$ cat config.mk
export PLATFORM = sky130hd
export DESIGN_NAME = alu_result_packer
export DESIGN_NICKNAME = d
export VERILOG_FILES = /design/src/rtl/alu_pkg.sv /design/src/rtl/sync_fifo.sv /design/src/rtl/alu_result_packer.sv
export SDC_FILE = /design/constraint.sdc
export NUM_CORES = 1
export LEC_CHECK = 0
export ABC_AREA = 1
export CORE_UTILIZATION = 50
export CTS_BUF_LIST = sky130_fd_sc_hd__clkbuf_16
export CTS_CLUSTER_DIAMETER = 200
export DETAILED_ROUTE_END_ITERATION = 8
export PLACE_DENSITY = 0.76
export SYNTH_ARGS = -nofsm -noshare
export SYNTH_HDL_FRONTEND = slang
export SYNTH_SLANG_ARGS = --single-unit
$ cat constraint.sdc
create_clock -name CLK -period 6.3 [get_ports CLK]
set_input_delay 1.26 -clock CLK [delete_from_list [all_inputs] [get_ports CLK]]
set_output_delay 1.26 -clock CLK [all_outputs]
set_load 0.05 [all_outputs]
$ cat src/rtl/alu_pkg.sv
// Shared definitions for the ALU result packer: unit tags and the packed FIFO entry layout.
package alu_pkg;

    localparam logic [1:0] TYPE_ARITH = 2'b00;
    localparam logic [1:0] TYPE_LOGIC = 2'b01;
    localparam logic [1:0] TYPE_CMP   = 2'b10;
    localparam logic [1:0] TYPE_SHIFT = 2'b11;

    // Entry layout is {type[1:0], carry, data[res_width-1:0]}
    function automatic int entry_width(input int res_width);
        return res_width + 3;
    endfunction

endpackage

$ cat src/rtl/sync_fifo.sv
// First-word-fall-through FIFO whose head word is held in a register so that
// the read side is glitch-free and resets to zero.
module sync_fifo #(
    parameter int WIDTH = 35,
    parameter int DEPTH = 4,
    localparam int AW = $clog2(DEPTH),
    localparam int CW = AW + 1
) (
    input  logic             clk,
    input  logic             rst,
    input  logic             push,
    input  logic             pop,
    input  logic [WIDTH-1:0] wr_data,
    output logic [WIDTH-1:0] rd_data,
    output logic             valid,
    output logic             full,
    output logic [CW-1:0]    count
);

    logic [WIDTH-1:0] mem_r [DEPTH];
    logic [AW-1:0]    wr_ptr_r;
    logic [AW-1:0]    rd_ptr_r;
    logic [AW-1:0]    rd_ptr_nxt_s;
    logic [CW-1:0]    count_r;
    logic [CW-1:0]    count_nxt_s;
    logic [WIDTH-1:0] head_r;
    logic [WIDTH-1:0] head_nxt_s;
    logic             valid_r;
    logic             full_r;

    // Next read pointer, next occupancy and the word that will sit at the head
    always_comb begin
        rd_ptr_nxt_s = rd_ptr_r;
        count_nxt_s  = count_r;
        head_nxt_s   = mem_r[rd_ptr_r];
        if (pop) begin
            rd_ptr_nxt_s = rd_ptr_r + AW'(1);
        end else begin
            rd_ptr_nxt_s = rd_ptr_r;
        end
        case ({push, pop})
            2'b10:   count_nxt_s = count_r + CW'(1);
            2'b01:   count_nxt_s = count_r - CW'(1);
            default: count_nxt_s = count_r;
        endcase
        // A word written into the slot that becomes the head must bypass the array
        if (push && (wr_ptr_r == rd_ptr_nxt_s)) begin
            head_nxt_s = wr_data;
        end else begin
            head_nxt_s = mem_r[rd_ptr_nxt_s];
        end
    end

    // Storage, pointers, occupancy and the registered head
    always_ff @(posedge clk or posedge rst) begin
        if (rst) begin
            for (int i = 0; i < DEPTH; i++) begin
                mem_r[i] <= {WIDTH{1'b0}};
            end
            wr_ptr_r <= {AW{1'b0}};
            rd_ptr_r <= {AW{1'b0}};
            count_r  <= {CW{1'b0}};
            head_r   <= {WIDTH{1'b0}};
            valid_r  <= 1'b0;
            full_r   <= 1'b0;
        end else begin
            if (push) begin
                mem_r[wr_ptr_r] <= wr_data;
                wr_ptr_r        <= wr_ptr_r + AW'(1);
            end
            rd_ptr_r <= rd_ptr_nxt_s;
            count_r  <= count_nxt_s;
            head_r   <= head_nxt_s;
            valid_r  <= (count_nxt_s != {CW{1'b0}});
            full_r   <= (count_nxt_s == CW'(DEPTH));
        end
    end

    assign rd_data = head_r;
    assign valid   = valid_r;
    assign full    = full_r;
    assign count   = count_r;

endmodule

$ cat src/rtl/alu_result_packer.sv
// Packs the qualified ALU unit result into a tagged 32-bit word, queues it and
// flags dropped captures and malformed unit flags on sticky error bits.
module alu_result_packer
    import alu_pkg::*;
#(
    parameter int ARITH_WIDTH = 32,
    parameter int LOGIC_WIDTH = 16,
    parameter int SHIFT_WIDTH = 16,
    parameter int CMP_WIDTH   = 3,
    parameter int RES_WIDTH   = 32,
    parameter int FIFO_DEPTH  = 4
) (
    input  logic                          CLK,
    input  logic                          RST,
    input  logic                          In_Valid,
    input  logic [ARITH_WIDTH-1:0]        Arith_OUT,
    input  logic                          Carry_OUT,
    input  logic                          Arith_Flag,
    input  logic                          Logic_Flag,
    input  logic                          CMP_Flag,
    input  logic                          Shift_Flag,
    input  logic [LOGIC_WIDTH-1:0]        Logic_OUT,
    input  logic [SHIFT_WIDTH-1:0]        Shift_OUT,
    input  logic [CMP_WIDTH-1:0]          CMP_OUT,
    input  logic                          Res_Ready,
    input  logic                          Err_Clr,
    output logic                          Res_Valid,
    output logic [RES_WIDTH-1:0]          Res_Data,
    output logic [1:0]                    Res_Type,
    output logic                          Res_Carry,
    output logic [$clog2(FIFO_DEPTH):0]   Fifo_Count,
    output logic                          Full,
    output logic                          Overflow_Err,
    output logic                          Flag_Err
);

    localparam int ENTRY_W = entry_width(RES_WIDTH);

    logic [3:0]           flags_s;
    logic                 one_hot_s;
    logic [RES_WIDTH-1:0] sel_data_s;
    logic [1:0]           sel_type_s;
    logic                 sel_carry_s;
    logic                 capture_s;
    logic                 pop_s;
    logic                 push_s;
    logic                 ovf_set_s;
    logic                 flag_set_s;
    logic [ENTRY_W-1:0]   head_s;
    logic                 overflow_err_r;
    logic                 flag_err_r;

    assign flags_s = {Arith_Flag, Logic_Flag, CMP_Flag, Shift_Flag};

    // One-hot decode doubles as the select/zero-extend mux; any other pattern selects nothing
    always_comb begin
        one_hot_s   = 1'b0;
        sel_data_s  = {RES_WIDTH{1'b0}};
        sel_type_s  = TYPE_ARITH;
        sel_carry_s = 1'b0;
        case (flags_s)
            4'b1000: begin
                one_hot_s                    = 1'b1;
                sel_data_s[ARITH_WIDTH-1:0]  = Arith_OUT;
                sel_type_s                   = TYPE_ARITH;
                sel_carry_s                  = Carry_OUT;
            end
            4'b0100: begin
                one_hot_s                    = 1'b1;
                sel_data_s[LOGIC_WIDTH-1:0]  = Logic_OUT;
                sel_type_s                   = TYPE_LOGIC;
            end
            4'b0010: begin
                one_hot_s                    = 1'b1;
                sel_data_s[CMP_WIDTH-1:0]    = CMP_OUT;
                sel_type_s                   = TYPE_CMP;
            end
            4'b0001: begin
                one_hot_s                    = 1'b1;
                sel_data_s[SHIFT_WIDTH-1:0]  = Shift_OUT;
                sel_type_s                   = TYPE_SHIFT;
            end
            default: begin
                one_hot_s   = 1'b0;
                sel_data_s  = {RES_WIDTH{1'b0}};
                sel_type_s  = TYPE_ARITH;
                sel_carry_s = 1'b0;
            end
        endcase
    end

    assign capture_s  = In_Valid & one_hot_s;
    assign flag_set_s = In_Valid & ~one_hot_s;
    assign pop_s      = Res_Valid & Res_Ready;
    assign push_s     = capture_s & (~Full | pop_s);
    assign ovf_set_s  = capture_s & Full & ~pop_s;

    sync_fifo #(
        .WIDTH (ENTRY_W),
        .DEPTH (FIFO_DEPTH)
    ) u_fifo (
        .clk     (CLK),
        .rst     (RST),
        .push    (push_s),
        .pop     (pop_s),
        .wr_data ({sel_type_s, sel_carry_s, sel_data_s}),
        .rd_data (head_s),
        .valid   (Res_Valid),
        .full    (Full),
        .count   (Fifo_Count)
    );

    // Sticky error flags; a new error in the clearing cycle keeps the flag set
    always_ff @(posedge CLK or posedge RST) begin
        if (RST) begin
            overflow_err_r <= 1'b0;
            flag_err_r     <= 1'b0;
        end else begin
            if (ovf_set_s) begin
                overflow_err_r <= 1'b1;
            end else if (Err_Clr) begin
                overflow_err_r <= 1'b0;
            end
            if (flag_set_s) begin
                flag_err_r <= 1'b1;
            end else if (Err_Clr) begin
                flag_err_r <= 1'b0;
            end
        end
    end

    assign Res_Data     = head_s[RES_WIDTH-1:0];
    assign Res_Carry    = head_s[RES_WIDTH];
    assign Res_Type     = head_s[RES_WIDTH+2:RES_WIDTH+1];
    assign Overflow_Err = overflow_err_r;
    assign Flag_Err     = flag_err_r;

endmodule
==> results of run 1 <==
[per-layer routing]
metal  share of wire  vias up
li1                -     3938
met2            0.49      250
met5               0        -
met4           0.014        0
met3           0.063       32
met1            0.43     3813
[synthesized netlist by cell type]
cell type / number / share of area
clkbuf_1: 23 / 0.0095
nor3_1: 1 / 0.00055
mux2_2: 1 / 0.0012
xnor2_1: 1 / 0.00097
buf_6: 1 / 0.0012
xor2_1: 2 / 0.0019
nor2_1: 25 / 0.010
ha_1: 5 / 0.0069
dfrtp_1: 186 / 0.51
a21oi_1: 3 / 0.0017
fa_1: 1 / 0.0022
nand3_1: 19 / 0.011
inv_1: 70 / 0.029
nand2_2: 1 / 0.00069
o22ai_1: 1 / 0.00069
o211ai_1: 35 / 0.029
o21ai_0: 31 / 0.017
nand2_1: 769 / 0.32
inv_2: 2 / 0.00083
buf_4: 3 / 0.0025
buf_2: 30 / 0.017
o21ai_1: 6 / 0.0033
clkinv_1: 2 / 0.00083
buf_1: 2 / 0.00083
nand3_2: 4 / 0.0044
nor2_2: 3 / 0.0021
nor2_4: 6 / 0.0075
nand4_1: 4 / 0.0028
nand3_4: 1 / 0.0019
[metrics by stage]
stage	util	cell area (µm²)
final	0.622	10900
after global routing	0.622	10900
after CTS	0.622	10900
after detailed placement	0.590	10300
after global placement	0.590	10300
after floorplan	-	9060
[sequential cells by signal, summed over array words and instances (netlist names)]
name	cells
u_fifo.full	1
u_fifo.count	3
u_fifo.mem_r	140
u_fifo.rd_data	35
Overflow_Err	1
Flag_Err	1
u_fifo.valid	1
u_fifo.rd_ptr_r	2
u_fifo.wr_ptr_r	2
[tightest hold or removal path: cells and delay by family, from the launching register on]
kind	cells	cell delay, ns
flip-flops	1	0.34
AND/OR/NAND/NOR	2	0.11
[worst min path at each step]
| stage | start | depth (start not counted) | end | slack [ns] |
|---|---|---|---|---|
| 2_1_floorplan | u_fifo.mem_r[68]$_DFFE_PP0P_ | 2 | u_fifo.mem_r[68]$_DFFE_PP0P_ | 0.45 |
| 3_3_place_gp | u_fifo.mem_r[111]$_DFFE_PP0P_ | 2 | u_fifo.mem_r[111]$_DFFE_PP0P_ | 0.46 |
| 3_5_place_dp | u_fifo.mem_r[119]$_DFFE_PP0P_ | 2 | u_fifo.mem_r[119]$_DFFE_PP0P_ | 0.47 |
| 4_1_cts | u_fifo.mem_r[119]$_DFFE_PP0P_ | 2 | u_fifo.mem_r[119]$_DFFE_PP0P_ | 0.48 |
| 5_1_grt | u_fifo.mem_r[33]$_DFFE_PP0P_ | 2 | u_fifo.mem_r[33]$_DFFE_PP0P_ | 0.49 |
| 6_report | u_fifo.mem_r[80]$_DFFE_PP0P_ | 2 | u_fifo.mem_r[80]$_DFFE_PP0P_ | 0.48 |
[logic make-up (layout without fill, tap and decap cells)]
family / count (synthesis) / count (layout) / synth area share
AND/OR/NAND/NOR: 833 / 833 / 0.360
flip-flops: 186 / 186 / 0.514
buffers and inverters: 133 / 229 / 0.0614
AO/OA/AOI/OAI: 76 / 76 / 0.0518
adder cells (fa/ha/maj): 6 / 6 / 0.00912
XOR/XNOR: 3 / 3 / 0.00290
multiplexers: 1 / 1 / 0.00124
[area by class of cell]
class / count / area [µm²]
flip-flops and latches: 186 / 4650
inverters: 74 / 282
well taps: 225 / 282
fillers: 1592 / 6600
clock inverters: 14 / 141
repair buffers: 124 / 1240
clock buffers: 17 / 425
multi-input cells: 919 / 3850
[report_power, final]
group | leakage, µW | switching, µW | internal, µW
clock network | 0.000286 | 443 | 609
registers | 0.00253 | 145 | 1490
logic | 0.00311 | 1190 | 517
total | 0.00593 | 1780 | 2610
[layout by cell type (no fill, tap or decap), types with 6 or more instances in the layout]
master | synthesis | final
clkdlybuf4s50_1 | 0 | 118
o21ai_1 | 6 | 6
o211ai_1 | 35 | 35
nor2_1 | 25 | 25
nor2_4 | 6 | 6
nand2_1 | 769 | 768
nand3_1 | 19 | 19
o21ai_0 | 31 | 31
inv_1 | 70 | 73
clkbuf_16 | 0 | 17
dfrtp_1 | 186 | 186
==> results.ini, run 1 <==
[floorplan]
dieWidth_um = 137
die_area_mm2 = 0.0187
die_h_um = 137
start_util = 0.518
io_pins = 119
placementRows = 48
coreArea_mm2 = 0.0175

[setup_path]
cp_top_family = simple AND/OR/NAND/NOR gates
endpoint_kind = flip-flop
cp.depth = 13
cp-startpoint = Shift_Flag
r2r_cells = 9
cp.required_ns = 6.65
path_cells = clkdlybuf4s50_1 > inv_1 > nand2_1 > nor2_2 > nor2_1 > nand2_2 > nand3_4 > ha_1 > fa_1 > o21ai_0 > xor2_1 > inv_1 > nor3_1
crit_type = input port to flip-flop
arrival_ns = 4.81
slowest_stage = nor2_2
r2r_slack_ns = 3.37
cp_num_buf_inv = 3
crit_path_frequent_cell = inv_1
start_kind = input port
path_max_fanout = 44
critPathCapture = u_fifo.full$_DFF_PP0_
r2r-start = u_fifo.valid$_DFF_PP0_
slowest_delay_ns = 0.57
r2r-end = u_fifo.full$_DFF_PP0_

[finish]
final_nets = 1405
layout-drive-gt1-share = 0.0375
syn2layout_area_growth_pct = 20.1
antennaDiodeCount = 0
finalNonFillerCells = 1559

[power]
power.leakage_uw = 0.00593
finalPower_uw = 4390
powerDensity_mw_per_mm2 = 404
peakVddDrop_v = 0.000201

[clock_tree]
cts_buffers = 17
postCtsSetupRepairBufs = 0
cts_tree = done
clk_pin_slew_ns = 0.07
clock_latency_ns = 0.44
cts_hold_buffers = 0
cts_resized = 0
htree_levels = 4
cts_buffer_depth = 2
root_buffer = clkbuf_16
cts_sinks = 186

[timing]
fin_hold_ws_ns = 0.481
fin_crit_sh = 0.707
slew_headroom = 0.251
setup_tns_ns = 0
slew_violations = 0
timing.final.ws_setup_ns = 1.85
hold_violations = 0
period_needed_ns = 4.45
setup_viol = 0
rsz0062_at_grt = no
fmax_mhz = 225
clock_skew_ns = 0.00741
worstMarginPinSlew_ns = 1.12

[detailed_routing]
routed_wl_um = 23200
vias_per_cell = 5.15
wl_per_cell_um = 14.9
dr.first_iter.drc_count = 711
drc = 0
drt-pass1-iter-count = 7
antenna_left = 0
vias = 8033

[global_routing]
grt_pass1_vias = 7743
grt_usage = 0.265
grt_max_degree = 187
overflow = 0
met2_usage = 0.455
grt_pass1_wl_um = 38200
busiest_layer = met2
grtUsageMet1 = 0.340
met3_usage = 0.0526
antenna_found_initial = 0

[synthesis]
yosysWarnings = 0
netlist_instances = 1238
syn_nets = 1321
ys_ff_latch = 186
avgSynthCellArea_um2 = 7.31
syn-cell-area_mm2 = 0.00905
synthDistinctLibCells = 29
synth-seq-area-share = 0.514

[place]
dpl.hpwl_um = 13400
port_buffers = 118
place.gp.congestion = 0.742
post-place-ws_ns = 1.41
dp.cells = 1528

[hold_path]
worstHoldPathType = flip-flop to flip-flop

[outcome]
outcome = completed

[flow_run]
cap_violations = 0

(Power assumes the default switching activity.)
==> run 2: changes to the inputs <==
Clock period 6.3 ns to 3.7 ns, I/O delays scaled along.
==> results.ini, run 2 (synthesis gave the netlist of run 1 again) <==
[clock_tree]
htree_levels = 4  ; unchanged
cts_buffer_depth = 2  ; unchanged
cts_hold_buffers = 0  ; unchanged
cts_buffers = 17  ; unchanged
cts_sinks = 186  ; unchanged
root_buffer = clkbuf_16
cts_resized = 0  ; unchanged
clk_pin_slew_ns = 0.07  ; about the same
clock_latency_ns = 0.44  ; about the same
postCtsSetupRepairBufs = 0  ; unchanged
cts_tree = done

[global_routing]
grt_pass1_vias = 7620  ; -1.6%
overflow = 0  ; unchanged
grt_max_degree = 69  ; -63%
antenna_found_initial = 0  ; unchanged
grt_usage = 0.266  ; +0.000780
grt_pass1_wl_um = 38100  ; -0.25%

[finish]
final_cell_mix = nand2_1, dfrtp_1, clkdlybuf4s50_1, inv_1, o211ai_1
layout_commonest_cell = nand2_1
stdcell_area_mm2 = 0.0111  ; +1.7%
antennaDiodeCount = 0  ; unchanged
final_nets = 1422  ; +1.2%
syn2layout_area_growth_pct = 22.1
top_register = u_fifo.mem_r
n_fill_cell = 1548  ; -2.8%
layout-drive-gt1-share = 0.0503  ; +0.0128
largest_reg_flops = 140  ; unchanged

[timing]
fin_crit_sh = 0.767
rsz0062_at_grt = no
slew_headroom = 0.327  ; +0.0763
clock_skew_ns = 0.00782  ; +0.000411 ns
setup_tns_ns = 0  ; unchanged
fmax_mhz = 352
period_needed_ns = 2.84
hold_violations = 0  ; unchanged
slew_violations = 0  ; unchanged
setup_viol = 0  ; unchanged
worstMarginPinSlew_ns = 1.01  ; -0.117 ns

[floorplan]
die_area_mm2 = 0.0187  ; unchanged
dieWidth_um = 137  ; unchanged
io_pins = 119  ; unchanged
start_util = 0.518  ; unchanged
placementRows = 48  ; unchanged
die_h_um = 137  ; unchanged
coreArea_mm2 = 0.0175  ; unchanged

[power]
powerDensity_mw_per_mm2 = 676  ; +67%
switching_share = 0.406  ; +0.00188
power_frac_comb = 0.394  ; +0.006
finalPower_uw = 7470  ; +70%
p_clk_frac = 0.234  ; -0.006
pwr-share-seq = 0.371  ; about the same
peakVddDrop_v = 0.000440  ; +120%
power_switching_uw = 3040  ; +71%
p_int_uw = 4430  ; +70%
power.leakage_uw = 0.00603  ; +1.6%

[hold_path]
min_from = u_fifo.mem_r[12]$_DFFE_PP0P_
worstHoldPathType = flip-flop to flip-flop
hold_depth = 2  ; unchanged

[setup_path]
cp_top_family = simple AND/OR/NAND/NOR gates
path_cells = clkdlybuf4s50_1 > inv_2 > nand2_1 > nor2_1 > nor2_1 > nand2_2 > nand3_4 > buf_4 > nor2_4 > nand2_1 > nand2_1
r2r_cells = 7  ; -2
arrival_ns = 3.21  ; -1.60 ns
cp.depth = 11  ; -2
start_kind = input port
slowest_stage = nor2_4
r2r-start = u_fifo.valid$_DFF_PP0_
crit_type = input port to flip-flop
endpoint_kind = flip-flop
crit_path_frequent_cell = nand2_1
cp-startpoint = Arith_Flag
slowest_delay_ns = 0.78  ; +0.21 ns
cp_num_buf_inv = 3  ; unchanged
path_max_fanout = 35  ; -20%
cp.required_ns = 4.07  ; -2.58 ns

[detailed_routing]
drt-pass1-iter-count = 5  ; -2
routed_wl_um = 23100  ; -0.62%
antenna_left = 0  ; unchanged
dr.first_iter.drc_count = 762  ; +7.2%
drc = 0  ; unchanged
vias_per_cell = 5.07  ; -1.5%
wl_per_cell_um = 14.6  ; -1.8%
vias = 8001  ; -0.40%

[place]
place.gp.congestion = 0.783  ; +5.6%
dpl.hpwl_um = 14300  ; +6.7%
postPlaceCellArea_mm2 = 0.0105  ; +1.8%
port_buffers = 118  ; unchanged

[flow_run]
cap_violations = 0  ; unchanged

[outcome]
outcome = completed

-- run 2: cell types whose count changed in the layout (fill, tap and decap cells not counted), sizes merged --
cell	previous run	this run
clkinv	7	9
buf	6	23
bufinv	3	2
-- run 2: final timing paths --
path / slack, ns / end
min in group asynchronous: 0.79 / u_fifo.mem_r[39]$_DFFE_PP0P_
worst min-delay path: 0.48 / u_fifo.mem_r[12]$_DFFE_PP0P_
max in group asynchronous: 2.24 / u_fifo.mem_r[56]$_DFFE_PP0P_
worst max-delay path: 0.86 / u_fifo.mem_r[108]$_DFFE_PP0P_
worst min register to register: 0.48 / u_fifo.mem_r[12]$_DFFE_PP0P_
worst max register to register: 1.30 / u_fifo.mem_r[108]$_DFFE_PP0P_
-- run 2: metal layers --
metal	vias to the layer above	part of all wire	global-route usage
li1	3967	-	-
met1	3742	0.44	0.361
met3	28	0.064	0.0430
met5	-	0	0
met2	264	0.48	0.439
met4	0	0.013	0.0815
-- run 2: worst register-to-register path: cells and delay by family (launching register included) --
family	cells	cell delay, ns
AND/OR/NAND/NOR	6	1.66
buffers and inverters	1	0.29
flip-flops	1	0.39
-- run 2: final cells by class --
cell class / instances / area [µm²] / share of cell area
flip-flops and latches: 186 / 4650 / 0.421
clock buffers: 17 / 425 / 0.0385
clock inverters: 15 / 133 / 0.0120
repair buffers: 141 / 1430 / 0.129
inverters: 74 / 282 / 0.0255
multi-input cells: 919 / 3850 / 0.348
well taps: 225 / 282 / 0.0255
-- run 2: metrics by stage --
| step | util | instances | setup WS, ns | hold slack [ns] |
|---|---|---|---|---|
| final | 0.633 | 1577 | 0.863 | 0.480 |
| after global placement | 0.601 | 1545 | 0.531 | 0.462 |
| after detailed placement | 0.601 | 1545 | 0.429 | 0.465 |
| after floorplan | - | 1238 | 0.567 | 0.449 |
| after global routing | 0.633 | 1577 | 0.602 | 0.502 |
| after CTS | 0.633 | 1577 | 0.864 | 0.483 |
-- run 2: power by group through the flow --
stage,Clock [µW],Sequential (µW),Combinational (µW)
final,1750,2770,2940
after global routing,1860,2830,3210
after CTS,1780,2770,2940
after detailed placement,0,2800,2930
after global placement,0,2790,2890
after floorplan,0,3400,1370
==> run 3: changes to the inputs <==
Settings changed: CORE_UTILIZATION 50 to 56, PLACE_DENSITY 0.76 to 0.81.
Clock period 3.7 ns to 2.9 ns, I/O delays scaled along.
==> results.ini, run 3 (synthesis gave the netlist of run 1 again) <==
[outcome]
outcome = completed

[clock_tree]
clk_pin_slew_ns = 0.06  ; about the same
htree_levels = 4  ; unchanged
cts_resized = 0  ; unchanged
cts_tree = done
postCtsSetupRepairBufs = 0  ; unchanged
cts_hold_buffers = 0  ; unchanged
clock_latency_ns = 0.43  ; about the same
cts_buffer_depth = 2  ; unchanged
root_buffer = clkbuf_16
cts_buffers = 17  ; unchanged
cts_sinks = 186  ; unchanged

[finish]
stdcell_area_mm2 = 0.0110  ; -0.43%
top_register = u_fifo.mem_r
syn2layout_area_growth_pct = 21.6
final_cell_mix = nand2_1, dfrtp_1, clkdlybuf4s50_1, inv_1, o211ai_1
layout-drive-gt1-share = 0.0524  ; +0.00210
antennaDiodeCount = 0  ; unchanged
layout_commonest_cell = nand2_1
final_nets = 1426  ; +0.28%
finalNonFillerCells = 1571  ; -0.38%
largest_reg_flops = 140  ; unchanged

[place]
port_buffers = 118  ; unchanged
dp.cells = 1540  ; -0.32%
post-place-ws_ns = -0.141  ; -0.570 ns
place.gp.congestion = 0.822  ; +4.9%
postPlaceCellArea_mm2 = 0.0105  ; about the same
dpl.hpwl_um = 14000  ; -2.2%

[timing]
clock_skew_ns = 0.00636  ; -0.00146 ns
slew_headroom = 0.272  ; -0.0551
fmax_mhz = 378
slew_violations = 0  ; unchanged
period_needed_ns = 2.65
timing.final.ws_setup_ns = 0.251  ; -0.611 ns
rsz0062_at_grt = no
hold_violations = 0  ; unchanged
worstMarginPinSlew_ns = 1.09  ; +0.0825 ns
setup_viol = 0  ; unchanged
fin_crit_sh = 0.913

[setup_path]
arrival_ns = 3.01  ; -0.20 ns
path_max_fanout = 35  ; unchanged
r2r_cells = 9  ; +2
crit_path_frequent_cell = nand2_1
r2r_slack_ns = 0.73  ; -0.57 ns
slowest_delay_ns = 0.83  ; +0.05 ns
r2r-end = u_fifo.rd_data[2]$_DFF_PP0_
cp.depth = 11  ; unchanged
cp.required_ns = 3.26  ; -0.81 ns
cp-startpoint = Logic_Flag
endpoint_kind = flip-flop
slowest_stage = nor2_4
cp_num_buf_inv = 3  ; unchanged
crit_type = input port to flip-flop
critPathCapture = u_fifo.mem_r[49]$_DFFE_PP0P_
path_cells = clkdlybuf4s50_1 > inv_2 > nand2_1 > nor2_1 > nor2_1 > nand2_2 > nand3_4 > buf_12 > nor2_4 > nand2_1 > nand2_1
r2r-start = u_fifo.valid$_DFF_PP0_
start_kind = input port
cp_top_family = simple AND/OR/NAND/NOR gates

[floorplan]
die_h_um = 129  ; -5.4%
io_pins = 119  ; unchanged
start_util = 0.572  ; +0.0540
dieWidth_um = 129  ; -5.4%
placementRows = 46  ; -4.2%
coreArea_mm2 = 0.0158  ; -9.4%
die_area_mm2 = 0.0167  ; -11%

[detailed_routing]
wl_per_cell_um = 15.0  ; +2.6%
routed_wl_um = 23600  ; +2.2%
vias_per_cell = 5.25  ; +3.5%
drc = 0  ; unchanged
antenna_left = 0  ; unchanged
dr.first_iter.drc_count = 752  ; -1.3%
drt-pass1-iter-count = 7  ; +2
vias = 8252  ; +3.1%

[power]
powerDensity_mw_per_mm2 = 858  ; +27%
peakVddDrop_v = 0.000556  ; +26%
p_clk_frac = 0.223  ; -0.011
power.leakage_uw = 0.00602  ; -0.14%
switching_share = 0.410  ; +0.00391
power_switching_uw = 3880  ; +28%
power_frac_comb = 0.400  ; +0.006
p_int_uw = 5570  ; +26%
pwr-share-seq = 0.376  ; +0.005

[hold_path]
worstHoldPathType = flip-flop to flip-flop

[flow_run]
cap_violations = 0  ; unchanged

[global_routing]
antenna_found_initial = 0  ; unchanged
grt_usage = 0.304  ; +0.0375
grt_max_degree = 84  ; +22%
grt_pass1_wl_um = 39100  ; +2.6%
overflow = 0  ; unchanged
grt_pass1_vias = 8120  ; +6.6%

## run 3: changes by cell type in the layout (fill, tap and decap cells not counted), sizes merged
cell,previous run,this run
inv,75,73
buf,23,27
bufinv,2,1
clkinv,9,11
## run 3: layout make-up
class,instances,area [µm²]
tap,216,270
sequential,186,4650
multi-input combinational,919,3850
inverter,74,282
clock inverter,14,91.3
fill,1300,4820
timing repair buffer,145,1430
clock buffer,17,425
## run 3: worst reg2reg max path: cells and delay by family, from the launching register on
family	cells	cell delay (ns)
flops	1	0.41
simple gates	9	1.72
## run 3: through the flow
step	total power, µW	hold WS [ns]	TNS [ns]	utilization
final	9450	0.479	0	0.696
after global routing	9990	0.497	0	0.696
after CTS	9450	0.483	0	0.696
after detailed placement	7330	0.465	-6.85	0.663
after global placement	7250	0.462	0	0.663
after floorplan	6090	0.449	-13.49	-
## run 3: power groups by stage
stage	logic, µW	clock network (µW)	registers [µW]
final	3780	2110	3560
after global routing	4130	2240	3620
after CTS	3780	2120	3550
after detailed placement	3750	0	3580
after global placement	3690	0	3570
after floorplan	1740	0	4340
## run 3: layer usage
metal / wire, µm / vias to the layer above / part of all wire / global-route usage
met5: 0 / - / 0 / 0
met3: 1530 / 48 / 0.065 / 0.0483
met2: 11700 / 332 / 0.50 / 0.520
met4: 500 / 0 / 0.021 / 0.129
li1: - / 3966 / - / -
met1: 9890 / 3906 / 0.42 / 0.383
## run 3: worst min-delay path by stage
stage	start	to	slack [ns]	depth (start not counted)
4_1_cts	u_fifo.mem_r[75]$_DFFE_PP0P_	u_fifo.mem_r[75]$_DFFE_PP0P_	0.48	2
2_1_floorplan	u_fifo.mem_r[68]$_DFFE_PP0P_	u_fifo.mem_r[68]$_DFFE_PP0P_	0.45	2
5_1_grt	u_fifo.mem_r[17]$_DFFE_PP0P_	u_fifo.mem_r[17]$_DFFE_PP0P_	0.50	2
6_report	u_fifo.mem_r[24]$_DFFE_PP0P_	u_fifo.mem_r[24]$_DFFE_PP0P_	0.48	2
3_5_place_dp	u_fifo.mem_r[75]$_DFFE_PP0P_	u_fifo.mem_r[75]$_DFFE_PP0P_	0.47	2
3_3_place_gp	u_fifo.mem_r[73]$_DFFE_PP0P_	u_fifo.mem_r[73]$_DFFE_PP0P_	0.46	2
